--- config.mk ---
export PLATFORM = sky130hd
export DESIGN_NAME = imem_arb
export DESIGN_NICKNAME = d
export VERILOG_FILES = /design/src/rtl/imem_arb.sv
export SDC_FILE = /design/constraint.sdc
export NUM_CORES = 1
export LEC_CHECK = 0
export CAP_MARGIN = 5
export CORE_AREA = 2 2 87 89
export DETAILED_ROUTE_END_ITERATION = 12
export DIE_AREA = 0 0 89 91
export PLACE_DENSITY = 0.71
export SLEW_MARGIN = 20
export SYNTH_ARGS = -nofsm -noshare
export SYNTH_HDL_FRONTEND = slang
export SYNTH_SLANG_ARGS = --single-unit
--- constraint.sdc ---
create_clock -name clk -period 1 [get_ports clk]
set_input_delay 0.2 -clock clk [delete_from_list [all_inputs] [get_ports clk]]
set_output_delay 0.2 -clock clk [all_outputs]
set_load 0.05 [all_outputs]
--- src/rtl/imem_arb.sv ---
// imem_arb: arbitrates an instruction-fetch port and a load/store port onto
// one single-port TCM. One access per cycle, grants are combinational, read
// data comes back one cycle after the grant and is steered to the owner.
// Default build uses strict data priority. Defining IMEM_ARB_FAIR_EN adds a
// fetch-wait counter that forces a fetch grant after STARVE_MAX lost cycles.
module imem_arb #(
    parameter int AW         = 14,
    parameter int STARVE_MAX = 4
) (
    input  logic          clk,
    input  logic          reset,
    // Instruction fetch port (read-only)
    input  logic          f_req,
    input  logic [AW-1:0] f_addr,
    output logic          f_gnt,
    output logic          f_rvalid,
    output logic [31:0]   f_rdata,
    // Load/store port
    input  logic          d_req,
    input  logic          d_we,
    input  logic [3:0]    d_be,
    input  logic [AW-1:0] d_addr,
    input  logic [31:0]   d_wdata,
    output logic          d_gnt,
    output logic          d_rvalid,
    output logic [31:0]   d_rdata,
    // Single-port TCM
    output logic          m_en,
    output logic          m_we,
    output logic [3:0]    m_be,
    output logic [AW-1:0] m_addr,
    output logic [31:0]   m_wdata,
    input  logic [31:0]   m_rdata,
    // Debug/trace
    output logic [3:0]    starve_cnt
);

    // Owner of the TCM access issued in the previous cycle.
    localparam logic [1:0] OWN_IDLE  = 2'd0;
    localparam logic [1:0] OWN_FETCH = 2'd1;
    localparam logic [1:0] OWN_DATA  = 2'd2;

`ifdef IMEM_ARB_FAIR_EN
    localparam logic FAIR_EN = 1'b1;
`else
    localparam logic FAIR_EN = 1'b0;
`endif

    localparam logic [3:0] STARVE_LIM = 4'(STARVE_MAX);
    localparam logic [3:0] STARVE_SAT = 4'hF;

    logic [1:0] r_owner;
    logic       r_d_read;   // the data access just granted was a read
    logic [3:0] r_starve;

    logic       w_run;      // out of reset: grants and rvalids allowed
    logic       w_f_force;  // fetch has waited long enough to beat data
    logic       w_f_gnt;
    logic       w_d_gnt;

    assign w_run     = reset;
    assign w_f_force = FAIR_EN & f_req & (r_starve >= STARVE_LIM);

    // Data wins unless fetch is being forced; fetch takes whatever is left.
    assign w_d_gnt = w_run & d_req & ~w_f_force;
    assign w_f_gnt = w_run & f_req & ~w_d_gnt;

    assign f_gnt = w_f_gnt;
    assign d_gnt = w_d_gnt;

    // TCM command mux: data port drives everything when granted, otherwise
    // the fetch address is presented as a plain full-word read.
    assign m_en    = w_f_gnt | w_d_gnt;
    assign m_we    = w_d_gnt & d_we;
    assign m_be    = w_d_gnt ? d_be    : 4'hF;
    assign m_addr  = w_d_gnt ? d_addr  : f_addr;
    assign m_wdata = w_d_gnt ? d_wdata : 32'd0;

    // Return path: rvalid follows the registered owner, data is not registered.
    // Gating with w_run drops the response of an access granted just before reset.
    assign f_rvalid = w_run & (r_owner == OWN_FETCH);
    assign d_rvalid = w_run & (r_owner == OWN_DATA) & r_d_read;
    assign f_rdata  = f_rvalid ? m_rdata : 32'd0;
    assign d_rdata  = d_rvalid ? m_rdata : 32'd0;

    assign starve_cnt = r_starve;

    // Record who owns the TCM read data arriving next cycle.
    always_ff @(posedge clk) begin
        // NOTE: reset is synchronous, so it is tested inside the clocked block and kept out of the sensitivity list.
        if (!reset) begin
            r_owner  <= OWN_IDLE;
            r_d_read <= 1'b0;
        end else begin
            // NOTE: non-blocking assignments so every register samples pre-edge values regardless of statement order.
            r_d_read <= w_d_gnt & ~d_we;
            if (w_d_gnt) begin
                r_owner <= OWN_DATA;
            end else if (w_f_gnt) begin
                r_owner <= OWN_FETCH;
            end else begin
                r_owner <= OWN_IDLE;
            end
        end
    end

    // Count consecutive cycles a fetch request loses; stays 0 without fairness.
    always_ff @(posedge clk) begin
        if (!reset || !FAIR_EN || w_f_gnt) begin
            r_starve <= 4'd0;
        end else if (f_req && (r_starve != STARVE_SAT)) begin
            r_starve <= r_starve + 4'd1;
        end
    end

endmodule

==> results.py <==
metrics = {
    "cells_and_area": {
        "diodes": 0,
        "drive_above_1_share_pct": 72.0,
        "fin_area_sq_um": 5320,
        "multiInputGateArea_sq_um": 1280,
        "syn_to_final_growth_pct": 376,
        "fin_cells": 481,
        "fin_nets": 484,
        "nFillCells": 480,
        "regArea_sq_um": 62.6,
    },
    "worst_hold_path": {
        "hold_path.class": "input pin to flip-flop",
        "min-delay-start": "d_we",
        "holdPathStages": 2,
    },
    "pwr": {
        "power_density_nw_per_um2": 469,
        "ir_drop_mv": 0.400,
        "p_leak_nw": 2.38,
    },
    "setup_path": {
        "startpoint": "r_owner[0]",
        "cp_data_arrival_time_ns": 1.34,
        "crit_type": "flip-flop to primary output",
        "cp.required_ns": 0.80,
        "startpoint_type": "flip-flop",
        "path_max_fanout": 21,
        "endpoint_kind": "primary output",
    },
    "route": {
        "route.met3.wl_um": 892,
        "met2_length_um": 4810,
        "drtIter0Drc": 30,
        "via_count": 2021,
        "routed_wl_um": 8490,
        "routed_via_density": 4.20,
        "ant_nets": 0,
        "wl_met1_um": 2690,
        "avgRoutedWirePerCell_um": 17.7,
        "drc": 0,
        "firstDrtPassIters": 4,
        "top_layer": "met4",
    },
    "status": {
        "failed_checks": "setup timing",
        "status": "complete, but fails checks",
    },
    "die": {
        "ioPinCount": 225,
        "core_area_sq_um": 7140,
        "dieArea_sq_um": 8100,
        "start_util_pct": 15.7,
        "die_w_um": 89,
        "die_y_um": 91,
        "rows": 31,
    },
    "global_routing": {
        "antenna_found_initial": 0,
        "grt_start_max_net_pins": 34,
        "grt_usage_pct": 20.2,
        "grt_pass1_wl_um": 12400,
        "grt_overflow_total": 0,
        "grt_pass1_vias": 2184,
    },
    "placed_design": {
        "gp_congestion": 0.754,
        "dp_cells": 459,
        "detailed_place_hpwl_um": 6220,
        "placed_area_sq_um": 4680,
        "portBuffers": 220,
    },
    "cts": {
        "numCtsBuffers": 3,
        "cts_buffer_depth": 2,
        "cts_hold_buffers": 0,
        "cts-root-buf": "clkbuf_8",
        "clk_pin_slew_ns": 0.03,
        "cts.sinks": 3,
        "cts_tree": "built",
        "cts_max_level": 1,
    },
    "logic_synthesis": {
        "yosysSeqAreaShare_pct": 5.38,
        "yosysWarnings": 0,
        "synthDistinctLibCells": 17,
        "syn_inst": 147,
        "synth_seq_cells": 3,
        "synth_area_sq_um": 1120,
        "syn_area_per_cell_sq_um": 7.60,
    },
    "timing": {
        "hold_viol": 0,
        "setup_slack_ns": -0.542,
        "max_freq_mhz": 649,
        "post-route-period-util_pct": 154,
        "grt_setup_unrepaired": "true",
        "min_period_ns": 1.54,
        "maxSlewViolCount": 0,
        "setup_violations": 120,
    },
    "run": {
        "cap_violations": 0,
    },
}
==> sequential cells by signal (all words and copies together) (netlist names) <==
name      cells
r_owner       2
r_d_read      1
==> critical path: stages (launching register included) <==
cell	delay, ns
dfxtp_2	0.31
and4b_4	0.35
buf_12	0.16
and2_2	0.17
buf_12	0.13
==> layout make-up <==
| type | count | share of cell area [%] |
|---|---|---|
| timing repair buffer | 247 | 71.6 |
| tap | 99 | 2.33 |
| multi-input combinational | 128 | 24.0 |
| clock buffer | 4 | 0.847 |
| sequential | 3 | 1.18 |
==> metal layers <==
layer	track usage [%]	up-vias
met2	39.6	143
met1	19.4	920
met5	0	-
met3	6.64	8
met4	5.60	0
li1	-	950
==> path summary, 6_finish.rpt <==
| kind | end | slack (ns) |
|---|---|---|
| hold / removal | r_d_read | 0.31 |
| setup / recovery | d_rdata[27] | -0.54 |
==> through the flow <==
stage,setup slack (ns),utilization [%],TNS (ns),hold slack [ns],power [mW]
5_1_grt,-0.589,74.5,-45.33,0.307,2.59
3_5_place_dp,-0.796,65.6,-84.26,0.768,1.87
4_1_cts,-0.552,74.2,-42.70,0.305,2.48
2_1_floorplan,-0.243,-,-14.43,0.272,0.989
6_report,-0.542,74.5,-41.22,0.306,2.49
3_3_place_gp,-0.742,65.6,-80.01,0.767,1.84
==> cell usage in the layout, fill, tap and decap left out <==
cell type	instances
clkdlybuf4s15_1	1
conb_1	4
and4b_4	1
and2_4	47
buf_8	19
and2_1	1
and2_2	19
buf_16	13
buf_4	7
dfxtp_1	1
and3b_2	2
clkbuf_1	1
mux2_4	14
nor2b_1	1
clkdlybuf4s50_1	33
nand2b_4	4
dfxtp_2	2
and3b_1	1
dlymetal6s2s_1	1
clkbuf_8	3
dlygate4sd2_1	63
buf_12	109
clkbuf_16	1
and3_4	33
o21a_4	1
==> where the power goes <==
| part | total, mW | internal [mW] | switching [mW] |
|---|---|---|---|
| clock network | 0.355 | 0.272 | 0.0825 |
| registers | 0.129 | 0.127 | 0.00208 |
| logic | 2.01 | 1.09 | 0.914 |
==> kinds of logic after synthesis <==
family                 count (synthesis)  share of synthesized area (%)
buffers and inverters                 20                           12.7
and+or+nand+nor                      108                           62.2
AOI/OAI and AO/OA                      1                          0.672
other                                  1                          0.336
DFF                                    3                           5.38
muxes                                 14                           18.8
==> cell usage after synthesis <==
| cell type | n | share of area (%) |
|---|---|---|
| clkbuf_1 | 2 | 0.67 |
| conb_1 | 1 | 0.34 |
| and2_1 | 65 | 36 |
| buf_2 | 4 | 1.8 |
| mux2_4 | 14 | 19 |
| nor2b_1 | 1 | 0.56 |
| and4b_4 | 1 | 1.2 |
| and3b_1 | 2 | 1.6 |
| buf_4 | 5 | 3.4 |
| buf_6 | 5 | 5.0 |
| and3_1 | 33 | 18 |
| o21a_1 | 1 | 0.67 |
| and3b_2 | 1 | 0.90 |
| dfxtp_1 | 3 | 5.4 |
| nand2b_1 | 4 | 2.2 |
| clkbuf_2 | 4 | 1.8 |
| and2_4 | 1 | 0.78 |
==> timing repair <==
item,in CTS,in global routing
pin swaps,36,30
setup endpoints to repair,123,120
resized for setup,154,6
cloned,12,1
buffers inserted,5,1
No activity file was read; power rests on OpenSTA's default activity.
